### config.mk
export PLATFORM = sky130hd
export DESIGN_NAME = rv32i_pipe_ctrl_flat
export DESIGN_NICKNAME = d
export VERILOG_FILES = /design/src/rtl/rv32i_pkg.sv /design/src/rtl/rv32i_pipe_ctrl_if.sv /design/src/rtl/rv32i_hazard_detect.sv /design/src/rtl/rv32i_pipe_ctrl.sv /design/src/flat_wrapper.sv
export SDC_FILE = /design/constraint.sdc
export NUM_CORES = 1
export LEC_CHECK = 0
export BUFFER_PORTS_ARGS = -buffer_cell sky130_fd_sc_hd__buf_4
export CORE_ASPECT_RATIO = 1.2
export CORE_MARGIN = 5
export CORE_UTILIZATION = 40
export CTS_CLUSTER_DIAMETER = 150
export DETAILED_ROUTE_END_ITERATION = 12
export HOLD_SLACK_MARGIN = 0.1
export PLACE_DENSITY_LB_ADDON = 0.05
export SETUP_SLACK_MARGIN = 0.05
export SYNTH_ARGS = -nofsm -noshare
export SYNTH_HDL_FRONTEND = slang
export SYNTH_SLANG_ARGS = --single-unit
### constraint.sdc
create_clock -name clk -period 1.8 [get_ports clk]
set_input_delay 0.18 -clock clk [delete_from_list [all_inputs] [get_ports clk]]
set_output_delay 0.18 -clock clk [all_outputs]
set_load 0.01 [all_outputs]
### src/rtl/rv32i_pkg.sv
// RV32I opcode constants and pipeline-control state type shared by the control slice.
package rv32i_pkg;

  localparam logic [6:0] OP_LOAD   = 7'b0000011;
  localparam logic [6:0] OP_STORE  = 7'b0100011;
  localparam logic [6:0] OP_BRANCH = 7'b1100011;
  localparam logic [6:0] OP_JAL    = 7'b1101111;
  localparam logic [6:0] OP_JALR   = 7'b1100111;
  localparam logic [6:0] OP_LUI    = 7'b0110111;
  localparam logic [6:0] OP_AUIPC  = 7'b0010111;
  localparam logic [6:0] OP_SYSTEM = 7'b1110011;
  localparam logic [6:0] OP_OP     = 7'b0110011;

  localparam logic [31:0] NOP_IW    = 32'h0000_0013;
  localparam logic [31:0] EBREAK_IW = 32'h0010_0073;

  typedef enum logic [1:0] {
    ST_RUN   = 2'd0,
    ST_FLUSH = 2'd1,
    ST_HALT  = 2'd2
  } pipe_state_t;

endpackage

### src/rtl/rv32i_pipe_ctrl_if.sv
// Instruction/memory status in, stage enables and bubble selects out; slave side is the controller.
interface rv32i_pipe_ctrl_if #(
  parameter int CNT_W = 32
);
  logic [31:0]      id_iw;
  logic [31:0]      ex_iw;
  logic             jump_req;
  logic             mem_req;
  logic             mem_ready;
  logic             resume;
  logic             if_stall;
  logic             id_stall;
  logic             ex_stall;
  logic             id_bubble;
  logic             if_flush;
  logic             jump_allow;
  logic             halted;
  logic [1:0]       state;
  logic [CNT_W-1:0] stall_cnt;

  modport master (
    output id_iw, ex_iw, jump_req, mem_req, mem_ready, resume,
    input  if_stall, id_stall, ex_stall, id_bubble, if_flush, jump_allow, halted, state, stall_cnt
  );

  modport slave (
    input  id_iw, ex_iw, jump_req, mem_req, mem_ready, resume,
    output if_stall, id_stall, ex_stall, id_bubble, if_flush, jump_allow, halted, state, stall_cnt
  );
endinterface

### src/rtl/rv32i_hazard_detect.sv
// Load-use detector: load in EX writing a register the ID instruction reads.
// Purely combinational, zero latency, no backpressure of its own.
module rv32i_hazard_detect
  import rv32i_pkg::*;
(
  input  logic [31:0] id_iw,
  input  logic [31:0] ex_iw,
  output logic        lu_hazard
);

  logic [6:0] id_op;
  logic [4:0] ex_rd;
  logic       uses_rs1;
  logic       uses_rs2;
  logic       unused_bits;

  assign id_op = id_iw[6:0];
  assign ex_rd = ex_iw[11:7];

  assign uses_rs1 = !(id_op inside {OP_LUI, OP_AUIPC, OP_JAL});
  assign uses_rs2 = id_op inside {OP_OP, OP_STORE, OP_BRANCH};

  assign lu_hazard = (ex_iw[6:0] == OP_LOAD) && (ex_rd != 5'd0) &&
                     ((uses_rs1 && (id_iw[19:15] == ex_rd)) ||
                      (uses_rs2 && (id_iw[24:20] == ex_rd)));

  assign unused_bits = ^{ex_iw[31:12], id_iw[31:25], id_iw[14:7]};

endmodule

### src/rtl/rv32i_pipe_ctrl.sv
// Pipeline stall/flush/halt sequencer; outputs combinational from state + inputs, state registered.
// Priority: mem wait > HALT > load-use > jump flush > normal; mem wait freezes every stage.
module rv32i_pipe_ctrl
  import rv32i_pkg::*;
#(
  parameter int FLUSH_CYCLES = 1,
  parameter int CNT_W        = 32
) (
  input logic               clk,
  input logic               reset,
  rv32i_pipe_ctrl_if.slave  bus
);

  if (FLUSH_CYCLES < 1 || FLUSH_CYCLES > 3) begin : g_bad_flush_cycles
    $error("rv32i_pipe_ctrl: FLUSH_CYCLES must be in 1..3");
  end

  pipe_state_t      state_q, state_d;
  logic [1:0]       flush_cnt_q, flush_cnt_d;
  logic             resume_pend_q, resume_pend_d;
  logic [CNT_W-1:0] stall_cnt_q;
  logic             lu_hazard;
  logic             mem_wait;
  logic             is_ebreak;
  logic             if_stall, id_stall, ex_stall, id_bubble, if_flush, jump_allow, halted;

  rv32i_hazard_detect u_hazard (
    .id_iw     (bus.id_iw),
    .ex_iw     (bus.ex_iw),
    .lu_hazard (lu_hazard)
  );

  assign mem_wait  = bus.mem_req && !bus.mem_ready;
  assign is_ebreak = (bus.id_iw == EBREAK_IW);

  always_ff @(posedge clk or negedge reset) begin
    if (!reset) begin
      state_q       <= ST_RUN;
      flush_cnt_q   <= 2'd0;
      resume_pend_q <= 1'b0;
    end else begin
      state_q       <= state_d;
      flush_cnt_q   <= flush_cnt_d;
      resume_pend_q <= resume_pend_d;
    end
  end

  always_comb begin
    state_d       = state_q;
    flush_cnt_d   = flush_cnt_q;
    resume_pend_d = resume_pend_q;
    case (state_q)
      ST_RUN: begin
        if (!mem_wait && !lu_hazard) begin
          if (is_ebreak) begin
            state_d = ST_HALT;
          end else if (bus.jump_req && FLUSH_CYCLES > 1) begin
            state_d     = ST_FLUSH;
            flush_cnt_d = 2'(FLUSH_CYCLES - 1);
          end
        end
      end
      ST_FLUSH: begin
        if (!mem_wait && !lu_hazard) begin
          flush_cnt_d = flush_cnt_q - 2'd1;
          if (flush_cnt_q == 2'd1) state_d = ST_RUN;
        end
      end
      ST_HALT: begin
        // A resume pulse that lands in a memory wait is remembered until the wait clears.
        if (mem_wait) begin
          resume_pend_d = resume_pend_q | bus.resume;
        end else if (bus.resume || resume_pend_q) begin
          state_d       = ST_RUN;
          resume_pend_d = 1'b0;
        end
      end
      default: state_d = ST_RUN;
    endcase
  end

  always_comb begin
    if_stall   = 1'b0;
    id_stall   = 1'b0;
    ex_stall   = 1'b0;
    id_bubble  = 1'b0;
    if_flush   = 1'b0;
    jump_allow = 1'b0;
    halted     = 1'b0;
    if (!reset) begin
      jump_allow = 1'b1;
    end else begin
      halted = (state_q == ST_HALT);
      if (mem_wait) begin
        if_stall = 1'b1;
        id_stall = 1'b1;
        ex_stall = 1'b1;
      end else if (state_q == ST_HALT || lu_hazard) begin
        if_stall  = 1'b1;
        id_stall  = 1'b1;
        id_bubble = 1'b1;
      end else if (state_q == ST_FLUSH) begin
        if_flush = 1'b1;
      end else begin
        jump_allow = 1'b1;
        if_flush   = bus.jump_req;
      end
    end
  end

  always_ff @(posedge clk or negedge reset) begin
    if (!reset) begin
      stall_cnt_q <= '0;
    end else if ((if_stall || ex_stall) && (stall_cnt_q != {CNT_W{1'b1}})) begin
      stall_cnt_q <= stall_cnt_q + CNT_W'(1);
    end
  end

  assign bus.if_stall   = if_stall;
  assign bus.id_stall   = id_stall;
  assign bus.ex_stall   = ex_stall;
  assign bus.id_bubble  = id_bubble;
  assign bus.if_flush   = if_flush;
  assign bus.jump_allow = jump_allow;
  assign bus.halted     = halted;
  assign bus.state      = state_q;
  assign bus.stall_cnt  = stall_cnt_q;

endmodule

### src/flat_wrapper.sv
// flat-port wrapper written by rule: the top's interface ports become plain ports
module rv32i_pipe_ctrl_flat import rv32i_pkg::*;
#(
  parameter int FLUSH_CYCLES = 1,
  parameter int CNT_W        = 32
)
  (clk, reset, bus_id_iw, bus_ex_iw, bus_jump_req, bus_mem_req, bus_mem_ready, bus_resume, bus_if_stall, bus_id_stall, bus_ex_stall, bus_id_bubble, bus_if_flush, bus_jump_allow, bus_halted, bus_state, bus_stall_cnt);
  rv32i_pipe_ctrl_if #(.CNT_W(CNT_W)) bus_i ();
  input logic clk;
  input logic reset;
  input wire logic [$bits(bus_i.id_iw)-1:0] bus_id_iw;
  input wire logic [$bits(bus_i.ex_iw)-1:0] bus_ex_iw;
  input wire logic [$bits(bus_i.jump_req)-1:0] bus_jump_req;
  input wire logic [$bits(bus_i.mem_req)-1:0] bus_mem_req;
  input wire logic [$bits(bus_i.mem_ready)-1:0] bus_mem_ready;
  input wire logic [$bits(bus_i.resume)-1:0] bus_resume;
  output wire logic [$bits(bus_i.if_stall)-1:0] bus_if_stall;
  output wire logic [$bits(bus_i.id_stall)-1:0] bus_id_stall;
  output wire logic [$bits(bus_i.ex_stall)-1:0] bus_ex_stall;
  output wire logic [$bits(bus_i.id_bubble)-1:0] bus_id_bubble;
  output wire logic [$bits(bus_i.if_flush)-1:0] bus_if_flush;
  output wire logic [$bits(bus_i.jump_allow)-1:0] bus_jump_allow;
  output wire logic [$bits(bus_i.halted)-1:0] bus_halted;
  output wire logic [$bits(bus_i.state)-1:0] bus_state;
  output wire logic [$bits(bus_i.stall_cnt)-1:0] bus_stall_cnt;
  assign bus_i.id_iw = bus_id_iw;
  assign bus_i.ex_iw = bus_ex_iw;
  assign bus_i.jump_req = bus_jump_req;
  assign bus_i.mem_req = bus_mem_req;
  assign bus_i.mem_ready = bus_mem_ready;
  assign bus_i.resume = bus_resume;
  assign bus_if_stall = bus_i.if_stall;
  assign bus_id_stall = bus_i.id_stall;
  assign bus_ex_stall = bus_i.ex_stall;
  assign bus_id_bubble = bus_i.id_bubble;
  assign bus_if_flush = bus_i.if_flush;
  assign bus_jump_allow = bus_i.jump_allow;
  assign bus_halted = bus_i.halted;
  assign bus_state = bus_i.state;
  assign bus_stall_cnt = bus_i.stall_cnt;
  rv32i_pipe_ctrl #(.FLUSH_CYCLES(FLUSH_CYCLES), .CNT_W(CNT_W)) u_core (.clk(clk), .reset(reset), .bus(bus_i));
endmodule
### Word level (Yosys, flattened, before mapping)

Index checks and enable logic that the tools add are counted.

* input bits: 70
* register bits: 37
* logic and storage cells: 75

* mux-type cells: 25
* reductions and logical operators: 23
* bitwise gates (word level): 1
* add/sub/neg operators: 2
* equal/unequal tests: 20

Operator list (number)
* adder 32 x 1 -> 32 bit (second input constant): 1
* equality test 32 x 21 -> 1 bit (second input constant): 1
* inequality test 32 bit (second input constant): 1
* equality test 7 x 6 -> 1 bit (second input constant): 3
* 2-to-1 mux 1 bit: 18
* equality test 7 bit (second input constant): 2
* 2-to-1 mux 2 bit: 6
* equality test 5 bit: 2
* inequality test 2 x 1 -> 1 bit (second input constant): 5
* equality test 7 x 2 -> 1 bit (second input constant): 1
* equality test 7 x 5 -> 1 bit (second input constant): 1
* logical AND 1 bit: 7
* one-hot mux 2 bit (3 select lines): 1
* AND reduction 6 bit: 1
* nonzero test 3 bit: 2
* nonzero test 5 bit: 1
* equality test 2 x 1 -> 1 bit (second input constant): 2
* zero test 1 bit: 4
* logical OR 1 bit: 4
* AND reduction 2 bit: 2
* equality test 2 bit (second input constant): 1
* zero test 2 bit: 1
* inequality test 2 bit (second input constant): 1
* nonzero test 2 bit: 1
* other kinds (2): 2

### Longest topological paths before layout

Gate-level depths: netlist of run 1.

* depth after elaboration: 12
* mapped depth: 7
* mapped depth without buffers: 7

### Cells and area by module

Synthesis of run 1 repeated with hierarchy kept, for this count alone.

* cell total of the unflattened synthesis: 208
* area total of the unflattened synthesis: 2006.9 µm²

Modules (own cells, without submodules)
* rv32i_pipe_ctrl: cells an instance 182, times used 1, area each 1815.5 µm²
* rv32i_hazard_detect: cells an instance 26, times used 1, area each 191.4 µm²

### Worst setup path before layout of run 1

No wires, ideal clock.

* path type: reg-to-reg
* from: reg u_core.stall_cnt_q[3] (netlist: u_core.bus.stall_cnt[3])
* to: reg u_core.stall_cnt_q[3] (netlist: u_core.bus.stall_cnt[3])
* path slack: -0.061 ns
* arrival time: 1.729 ns
* buffers on the path: 1
* required time: 1.668 ns
* cell stages (with the launch flop): 7
* clock period less this slack: 1.861 ns
* path through: dfrtp_1 nand3_1 nor4_2 and4_1 buf_4 nor3_1 xor2_1

* longest elaborated chain between the ends: 2
* elaborated cells between the ends (all ways): 3
* those cells by class: add/sub: 1; eq/ne: 1; reduce/logical: 1

Ends and longest elaborated chain
* start: declaration: RTL line rv32i_pipe_ctrl.sv:21 `logic [CNT_W-1:0] stall_cnt_q;`
* start signal: assignment: RTL line rv32i_pipe_ctrl.sv:115 `stall_cnt_q <= stall_cnt_q + CNT_W'(1);`
* parallel branches: the longest is 2 deep, another holds adder 32 x 1 -> 32 bit

Parallel ways; which one is timed is not known.
A chain may end at the register's enable or synchronous reset.

### Worst setup path in the final report of run 1

* from: reg u_core.stall_cnt_q[0] (netlist: u_core.bus.stall_cnt[0])
* to: reg u_core.stall_cnt_q[7] (netlist: u_core.bus.stall_cnt[7])

The elaborated chain is that of the path after synthesis.

==> metrics, run 1 <==
Nets around 440; Clock Tree Buf Depth 2; Initial Util between 40 and 50%; WP data required between 1500 and 2000 ps; Async SR Flop Fraction 100%; final worst-path cycle share 101%; die width between 70 and 80 um; gpl congestion approximately 0.79; CP Data Arrival Time ~2000 ps; Synth Net Count between 200 and 300; total grt overflow 0; WHS Endpoint u_core.resume_pend_q; Seq/Total Area, Yosys between 40% and 50%; Period minus WS final approximately 1800 ps; final setup margin -12.1 ps; Port Buffers 89; DPL Wire Length 4600 um; Critical-path top delay cell dfrtp_1; Ys Warns 0; Antenna Nets Post-Route 0; CP cell instances ha_2 > nand2_2 > nor4_4 > buf_4 > and4_4 > buf_12 > nor4_2 > xor2_1; Leak around 2.0 nW; Post-synth top cells 34 x dfrtp_1, 33 x xor2_1, 16 x nor3_1; Crit Reg-Reg Endpoint u_core.bus.stall_cnt[7]; critical path class reg2reg; Distinct cells, synth 38; Synth Instances 209; TritonCTS clock tree built; failing checks negative setup slack; Post-synth EDFFs 0; initial antenna violation count 0; Final Setup Violations 6; first-pass GRT wire length 9960 um; Remaining DRCs 0; Reg clk slew, reported paths approximately 70 ps; WL/cell roughly 15 um; vias in the first global route about 2300; largest area contributor in the netlist dfrtp_1; Worst Hold Launch bus_resume; chip height about 89 um; DR vias between 2000 and 2500; std cell rows 28; WL final around 6400 um; Iter 0 DRT Violations 92; Crit. End Element flip-flop; GRT Util Overall between 10% and 20%; total negative slack -45.0 ps; fin. max-slew vios 0; WL met1 between 2000 and 2500 um; Area Overhead vs Synth 83.3%; clk_lat worst skew slightly below 300 ps; Routed met3 length roughly 470 um; Post-Synthesis Mean Instance Area roughly 10 um^2; f_max between 500 and 600 MHz; Startpoint Class flip-flop; MaxCap Viol Count 0; I/O Pins around 110; outcome finished, violations left; Worst R2R Path Depth 8; R2R Path Start u_core.bus.stall_cnt[0]; largest cells by area after synthesis dfrtp_1 41%, xor2_1 14%, and3_1 3.9%, nor3_1 3.8%, xnor2_1 3.4%; diodes inserted 0; fraction of layout cells with a size suffix above 1 roughly 60%; clock skew roughly 9.0 ps; core area 0.00501 mm^2; RSZ-0062 raised after global routing yes; Vias/cell roughly 5.2; highest routed layer met4; total power a little under 2 mW; Cell Pwr Density about 510 mW/mm^2; CP max FO 6; number of cells on the worst hold path 3; TritonCTS Buffers 5; routed wl met2 between 3000 and 4000 um; top_reg_cell synth dfrtp_1; Critical Path Max Stage Delay about 360 ps; DIE AREA about 0.0068 mm^2; most common cell in the netlist dfrtp_1; flop-to-flop setup slack -10 ps; cell area after synthesis about 0.0021 mm^2; clk root buf clkbuf_8; CTS HTree Levels 2; dpl ws -120 ps; Fin Hold WS roughly 170 ps; pin count of the biggest net entering global routing 35; share of the synthesized area in the top cell type about 41%; Final Hold Viols 0; 1st-pass router iterations 4; clk sinks 34; worst hold path type in2reg; Seq cells post-synth 34; VDD IR max between 0.3 and 0.4 mV
==> state kept, by name, summed over array words and instances (netlist names) <==
register / flops
u_core.resume_pend_q: 1
u_core.bus.state: 1
u_core.bus.stall_cnt: 32
==> cells by family (layout without fill, tap and decap cells) <==
kind of cell | after synthesis | in the layout | synth area share [%]
simple gates | 110 | 110 | 33.5
xor+xnor | 41 | 41 | 17.2
flops | 34 | 34 | 40.9
compound gates | 11 | 11 | 4.03
buf+inv | 10 | 173 | 3.06
fa+ha+maj | 1 | 1 | 0.601
other cells | 1 | 1 | 0.180
mux | 1 | 1 | 0.541
==> how the worst max path moves through the flow <==
stage	start	to	slack, ps	depth (start not counted)
after global routing	u_core.bus.stall_cnt[1]	u_core.bus.stall_cnt[15]	-110	10
after floorplan	u_core.bus.stall_cnt[12]	u_core.bus.stall_cnt[16]	50	7
after global placement	bus_id_iw[3]	u_core.bus.stall_cnt[7]	-90	8
final	u_core.bus.stall_cnt[0]	u_core.bus.stall_cnt[7]	-10	8
after detailed placement	bus_ex_iw[8]	bus_if_stall	-120	8
after CTS	u_core.bus.stall_cnt[0]	u_core.bus.stall_cnt[1]	-20	6
==> routing by layer <==
metal	GRT usage, %	vias to the layer above
met5	0	-
met4	5.88	0
met3	5.40	13
met2	33.0	81
met1	22.6	1084
li1	-	1080
==> worst max-delay path: cells and delay by family (launching register included) <==
kind | cells | cell delay (ps)
xor+xnor | 1 | 140
simple gates | 4 | 670
flops | 1 | 360
fa+ha+maj | 1 | 190
buf+inv | 2 | 330
==> metrics by stage <==
stage	util [%]	instance area (um^2)	cells
3_3_place_gp	64.7	3240	401
3_5_place_dp	64.7	3240	401
2_1_floorplan	-	2120	209
4_1_cts	69.6	3490	418
5_1_grt	76.2	3820	432
6_report	76.2	3820	432
==> report_power, final <==
group          switching, mW  total, mW  internal [mW]  leakage, nW
clock network          0.293      0.601          0.308       0.0472
logic                  0.217      0.506          0.290         1.50
registers             0.0447      0.855          0.811        0.456
total                  0.554       1.96           1.41         2.00
==> cell type report <==
cell class | instances | area, um^2
multi-input cells | 165 | 1440
well taps | 60 | 75.1
fillers | 379 | 1190
flip-flops and latches | 34 | 856
repair buffers | 162 | 1340
clock inverters | 2 | 12.5
inverters | 3 | 16.3
clock buffers | 6 | 82.6
==> placed cells by master, fill, tap and decap left out, drive strengths merged <==
cell         count
buf            161
dfrtp           34
xor2            33
nor3            16
nor2            14
nand2           13
and3            13
nand3           13
nand4           10
nor4            10
xnor2            8
clkbuf           6
and4             5
inv              3
a21oi            3
nor4b            3
nand2b           2
nor2b            2
nor3b            2
o211ai           2
and2             2
o21ai            2
or4              2
and4b            1
o2111ai          1
nand4b           1
and4bb           1
a21o             1
a31o             1
o211a            1
mux2             1
ha               1
conb             1
clkinvlp         1
clkinv           1
dlygate4sd3      1
==> timing repair <==
action	CTS	global route
setup endpoints to repair	18	37
pin swaps	8	23
buffers inserted	7	15
gates cloned	0	0
hold buffers	2	0
gates resized for setup	18	44
endpoints found under the hold margin	34	0
No activity file was read; power rests on OpenSTA's default activity.
==> inputs of run 2 (changes only) <==
- GPL_TIMING_DRIVEN: unset -> 0
- SYNTH_HIERARCHICAL: unset -> 1
==> run 2 against run 1 <==
Effect of this change: the flow still finishes with violations (negative setup slack); highest routed layer unchanged; synthesized area decreased by 3.6%; clock-buffer cell count unchanged; worst hold slack better by 7.8 ps; first-iteration DRC count shrank 11%; sequential power increased by 2.7%; critical path depth up 4; routed wire length fell by 2.7%; clock skew grew 1.9 ps; cell count shrank 6.3%; via count fell by 6.3%; core utilization fell by 4.9 points.
==> metrics, run 2 <==
outcome finished, violations left; failing checks negative setup slack; Critical Path Max Stage Delay 530 ps (+170 ps); VDD IR max 0.560 mV (+76%); total grt overflow 0 (unchanged); Seq pwr share 42.2% (-1.4 points); GRT Util Overall 18.7% (-0.41 points); diodes inserted 0 (unchanged); Post-synth EDFFs 0 (unchanged); cell area after synthesis 0.00201 mm^2 (-3.6%); Port Buffers 89 (unchanged); critical path class in2reg; f_max 507 MHz (-8.0%); Area Overhead vs Synth 74.1%; final setup margin -171 ps (-158 ps); final worst-path cycle share 109% (+8.8 points); share of the synthesized area in the top cell type 42.4% (+1.5 points); most common cell in the netlist dfrtp_1; 1st-pass router iterations 4 (unchanged); CP cell instances buf_4 > or4_4 > nor2_2 > a211oi_2 > or2_4 > nor2_4 > nor2_4 > inv_4 > a31oi_4 > buf_4 > buf_6 > xor2_1; Leak 1.66 nW (-17%); flop-to-flop setup slack -150 ps (-140 ps); worst hold path type in2reg; Pint 1.55 mW (+10%); vias in the first global route 2127 (-7.0%); WL final 6230 um (-2.7%); Inst Count DP 357 (-11%); switch share 25.4% (-2.8 points); Startpoint Class primary input; Critical-path top delay cell or4_4; largest cells by area after synthesis dfrtp_1 42%, xnor2_1 9.6%, xor2_1 7.9%, nand4_1 6.2%, nor2_1 3.7%; die width 74.7 um (-1.6%); MaxCap Viol Count 0 (unchanged); Synth Instances 208 (-0.48%); Comb power frac 23.9% (-1.9 points); CTS HTree Levels 2 (unchanged); core area 0.00490 mm^2 (-2.1%); pin count of the biggest net entering global routing 35 (unchanged); DR vias 2115 (-6.3%); Worst path top cell family by delay simple AND/OR/NAND/NOR gates; I/O Pins 111 (unchanged); Remaining DRCs 0 (unchanged); Post-Route Utilization 71.3% (-4.9 points); largest area contributor in the netlist dfrtp_1; Clock power frac 33.8% (+3.2 points); TritonCTS clock tree built; clk root buf clkbuf_8; clock skew 11.0 ps (+1.94 ps); Seq cells post-synth 34 (unchanged); Final Hold Viols 0 (unchanged); gpl congestion 0.762 (-3.2%); Vias/cell 5.22 (about the same); chip height 87.6 um (-1.6%); fraction of layout cells with a size suffix above 1 52.8% (-6.4 points); Cell Pwr Density 595 mW/mm^2 (+16%); most frequent cells in the layout 119 x buf_4, 29 x dfrtp_1, 22 x xnor2_1; initial antenna violation count 0 (unchanged); most common cell after layout, fill and taps aside buf_4; std cell rows 28 (unchanged); Distinct cells, synth 41 (+7.9%); Clock Tree Buf Depth 2 (unchanged); Post-Synthesis Mean Instance Area 9.65 um^2 (-3.1%); max reg flops 32 (unchanged); CP Data Arrival Time 2150 ps (+180 ps); Iter 0 DRT Violations 82 (-11%); Ys Warns 6 (+6); clk_lat worst skew 280 ps (about the same); Psw 528 uW (-4.7%); Synth Net Count 279 (-0.36%); top_reg_cell synth dfrtp_1; fin. max-slew vios 0 (unchanged); Antenna Nets Post-Route 0 (unchanged); clk sinks 34 (unchanged); Period minus WS final 1970 ps (+158 ps); total power 2.08 mW (+6.0%); Async SR Flop Fraction 100% (unchanged); Crit. End Element flip-flop; Reg clk slew, reported paths 70 ps (about the same); RSZ-0062 raised after global routing yes; WP data required 1970 ps (about the same); Seq/Total Area, Yosys 42.4% (+1.5 points); Worst Path Buf+Inv 4 (+2); first-pass GRT wire length 9530 um (-4.3%); WL/cell 15.4 um (+3.8%); Nets 416 (-5.9%); Final Setup Violations 33 (+27); TritonCTS Buffers 5 (unchanged); CP max FO 6 (unchanged); DPL Wire Length 4410 um (-4.1%); Initial Util 40.9% (-0.64 points); DIE AREA 0.00654 mm^2 (-3.2%); non-filler cells, final 405 (-6.3%); Post-synth top cells 34 x dfrtp_1, 22 x xnor2_1, 20 x nand4_1, 20 x nor2_1, 18 x xor2_1
## run 2: layer usage
metal / up-vias / GRT usage [%] / routed length (um)
met3: 15 / 6.43 / 528
met2: 76 / 32.9 / 3310
li1: 1029 / - / -
met1: 995 / 20.9 / 2260
met5: - / 0 / 0
met4: 0 / 5.83 / 133
## run 2: per-stage QoR
stage                     area (um^2)  setup TNS, ps  hold WS, ps  setup WS, ps
after floorplan                  2110          -2770         -116          -232
after CTS                        3220          -2460          168          -193
after detailed placement         2860         -14110          181          -627
after global routing             3490          -6860          182          -274
after global placement           2860         -13890          177          -610
final                            3490          -3360          175          -171
## run 2: tightest hold or removal path: cells and delay by family
family	cells	cell delay, ps
and+or+nand+nor	1	90
AOI/OAI and AO/OA	1	60
buffers and inverters	1	80
## run 2: cells by family (layout without fill, tap and decap cells)
logic type | count (synthesis) | in the layout | share of synthesized area, %
simple gates | 114 | 114 | 33.4
xor+xnor | 40 | 40 | 17.5
flops | 34 | 34 | 42.4
compound gates | 10 | 10 | 3.62
buf+inv | 7 | 144 | 1.74
fa+ha+maj | 1 | 1 | 0.623
other cells | 1 | 1 | 0.187
mux | 1 | 1 | 0.561
## run 2: repair_timing
item,in CTS,in global routing
hold buffers,2,0
hold endpoints to repair,34,0
pin swaps,39,26
endpoints found under the setup margin,36,37
setup buffers,14,26
resized for setup,25,21
## run 2: layout make-up
type,instances,area [um^2]
flip-flops and latches,34,857
plain buffers,3,26.3
repair buffers,131,1050
clock inverters,1,30.0
inverters,3,13.8
clock buffers,6,82.6
fillers,389,1410
well taps,60,75.1
multi-input cells,167,1360
## run 2: worst paths after layout
kind / from / cells past startpoint / to
setup / recovery: bus_ex_iw[7] / 12 / u_core/bus.stall_cnt[0]
max in group asynchronous: reset / 3 / u_core/bus.stall_cnt[5]
hold reg to reg: u_core/bus.stall_cnt[31] / 1 / u_core/bus.stall_cnt[31]
min in group asynchronous: reset / 3 / u_core/bus.stall_cnt[21]
hold / removal: bus_resume / 3 / u_core/resume_pend_q
setup reg to reg: u_core/bus.stall_cnt[1] / 6 / u_core/bus.stall_cnt[26]
## run 2: power by group through the flow
stage | logic [mW] | registers (mW) | clock network, mW
finish | 0.498 | 0.878 | 0.703
global route | 0.542 | 0.887 | 0.756
CTS | 0.488 | 0.877 | 0.726
detailed placement | 0.369 | 0.901 | 0
global placement | 0.360 | 0.901 | 0
floorplan | 0.123 | 0.908 | 0
==> inputs of run 3 (changes only) <==
- CORE_UTILIZATION: 40 -> 25
- SKIP_LAST_GASP: unset -> 1
==> run 3 against run 2 <==
Effect of this change: global-route usage fell by 5.3 points; maximum frequency shrank 2.4%; cell count grew 5.2%; final area decreased by 0.18%; routed wire length rose by 1.8%; the flow still finishes with violations (negative setup slack); first-iteration DRC count shrank 30%; critical endpoint is now bus_if_stall; register-to-register slack worse by 40 ps; core utilization fell by 26 points; sequential share of layout area is 0.26 points higher; power is 6.3% lower; flip-flop and latch count unchanged; via count decreased by 2.4%.
==> metrics, run 3 (same netlist as run 2, synthesis figures left out) <==
outcome finished, violations left; failing checks negative setup slack; DIE AREA 0.00993 mm^2 (+52%); vias in the first global route 2245 (+5.5%); R2R Path Start u_core/bus.stall_cnt[5]; Cell Pwr Density 558 mW/mm^2 (-6.2%); fraction of layout cells with a size suffix above 1 54.8% (+2.0 points); Leak 1.58 nW (-4.7%); DPL Wire Length 4720 um (+7.2%); CP Data Arrival Time 1840 ps (-310 ps); Fin Hold WS 173 ps (-2.48 ps); CP max FO 3 (-3); clk root buf clkbuf_8; Initial Util 25.9% (-15 points); Antenna Nets Post-Route 0 (unchanged); total grt overflow 0 (unchanged); TritonCTS clock tree built; first-pass GRT wire length 10600 um (+11%); MaxCap Viol Count 0 (unchanged); GRT Util Overall 13.4% (-5.3 points); Remaining DRCs 0 (unchanged); number of cells on the worst hold path 3 (unchanged); Crit. End Element primary output; Critical Path Max Stage Delay 540 ps (about the same); Post-Route Utilization 45.0% (-26 points); TritonCTS Buffers 5 (unchanged); Worst Hold Launch bus_resume; Clock Tree Buf Depth 2 (unchanged); 1st-pass router iterations 4 (unchanged); Iter 0 DRT Violations 57 (-30%); most common cell after layout, fill and taps aside buf_4; I/O Pins 111 (unchanged); f_max 495 MHz (-2.4%); dpl cell area 0.00290 mm^2 (+1.4%); clk sinks 34 (unchanged); cell area after layout 0.00349 mm^2 (-0.18%); Nets 404 (-2.9%); Worst R2R Path Depth 7 (+1); flop-to-flop setup slack -190 ps (-40 ps); CP cell instances buf_8 > or4_4 > nor2_4 > a211oi_2 > or2_4 > nor2_4 > nor2_4 > buf_4 > buf_4 > buf_4; total negative slack -3130 ps (+227 ps); core area 0.00775 mm^2 (+58%); Period minus WS final 2020 ps (+47.7 ps); clk_lat worst skew 280 ps (about the same); most frequent cells in the layout 106 x buf_4, 23 x dfrtp_1, 22 x xnor2_1; Critical-path top delay cell or4_4; Startpoint Class primary input; std cell rows 35 (+25%); final worst-path cycle share 112% (+2.7 points); Area Overhead vs Synth 73.8%; Final Setup Violations 30 (-9.1%); worst hold path type in2reg; WL final 6350 um (+1.8%); Vias/cell 4.85 (-7.2%); CTS HTree Levels 2 (unchanged); diodes inserted 0 (unchanged); chip height 108 um (+23%); gpl congestion 0.750 (-1.6%); Final Hold Viols 0 (unchanged); RSZ-0062 raised after global routing yes; initial antenna violation count 0 (unchanged); Reg clk slew, reported paths 60 ps (about the same); max reg flops 32 (unchanged); dpl ws -679 ps (-52.3 ps); WHS Endpoint u_core/resume_pend_q; WP data required 1620 ps (-350 ps); final setup margin -218 ps (-47.7 ps); pin count of the biggest net entering global routing 35 (unchanged); Port Buffers 89 (unchanged); Crit Reg-Reg Endpoint u_core/bus.stall_cnt[6]; WL/cell 14.9 um (-3.2%); die width 91.8 um (+23%); DR vias 2065 (-2.4%); clock skew 6.30 ps (-4.68 ps); VDD IR max 0.263 mV (-53%); critical path class in2out; fin. max-slew vios 0 (unchanged)
run 3: timing repair:
item,4_1_cts,5_1_grt
gates resized for setup,39,26
cloned,0,0
setup endpoints to repair,37,37
pin swaps,33,22
hold buffers,2,0
buffers inserted,25,4
hold endpoints to repair,34,0
run 3: where the power goes:
group | internal [mW] | switching, mW | leakage, nW
Combinational | 0.282 | 0.203 | 1.09
Sequential | 0.815 | 0.0631 | 0.444
Clock | 0.309 | 0.276 | 0.0482
run 3: worst max path at each step:
stage / start / end / slack [ps] / depth (start not counted)
final: bus_ex_iw[10] / bus_if_stall / -220 / 10
after global routing: bus_id_iw[2] / u_core/bus.stall_cnt[28] / -280 / 12
after CTS: bus_ex_iw[10] / bus_if_stall / -220 / 10
after detailed placement: bus_ex_iw[8] / u_core/bus.stall_cnt[31] / -680 / 10
after global placement: bus_id_iw[5] / u_core/bus.stall_cnt[31] / -690 / 10
after floorplan: bus_ex_iw[8] / u_core/bus.stall_cnt[6] / -230 / 10
run 3: critical path: cells and delay by family:
family	cells	cell delay, ps
compound gates	1	40
buf+inv	4	480
simple gates	5	1130
run 3: area by class of cell:
cell class	instances	area (um^2)
inverters	3	13.8
plain buffers	3	26.3
clock buffers	7	86.3
multi-input cells	167	1420
flip-flops and latches	34	865
well taps	92	115
fillers	764	4260
repair buffers	119	961
clock inverters	1	5.00
run 3: per-stage QoR:
step | total power [mW] | std cells
2_1_floorplan | 1.03 | 208
3_3_place_gp | 1.27 | 389
3_5_place_dp | 1.27 | 389
4_1_cts | 1.95 | 423
5_1_grt | 2.07 | 426
6_report | 1.95 | 426
run 3: layer usage:
layer / GRT usage [%] / part of all wire, % / up-vias
met3: 3.48 / 6.3 / 9
met1: 14.8 / 40 / 975
li1: - / - / 1004
met5: 0 / 0 / -
met4: 5.20 / 2.3 / 0
met2: 24.4 / 52 / 77
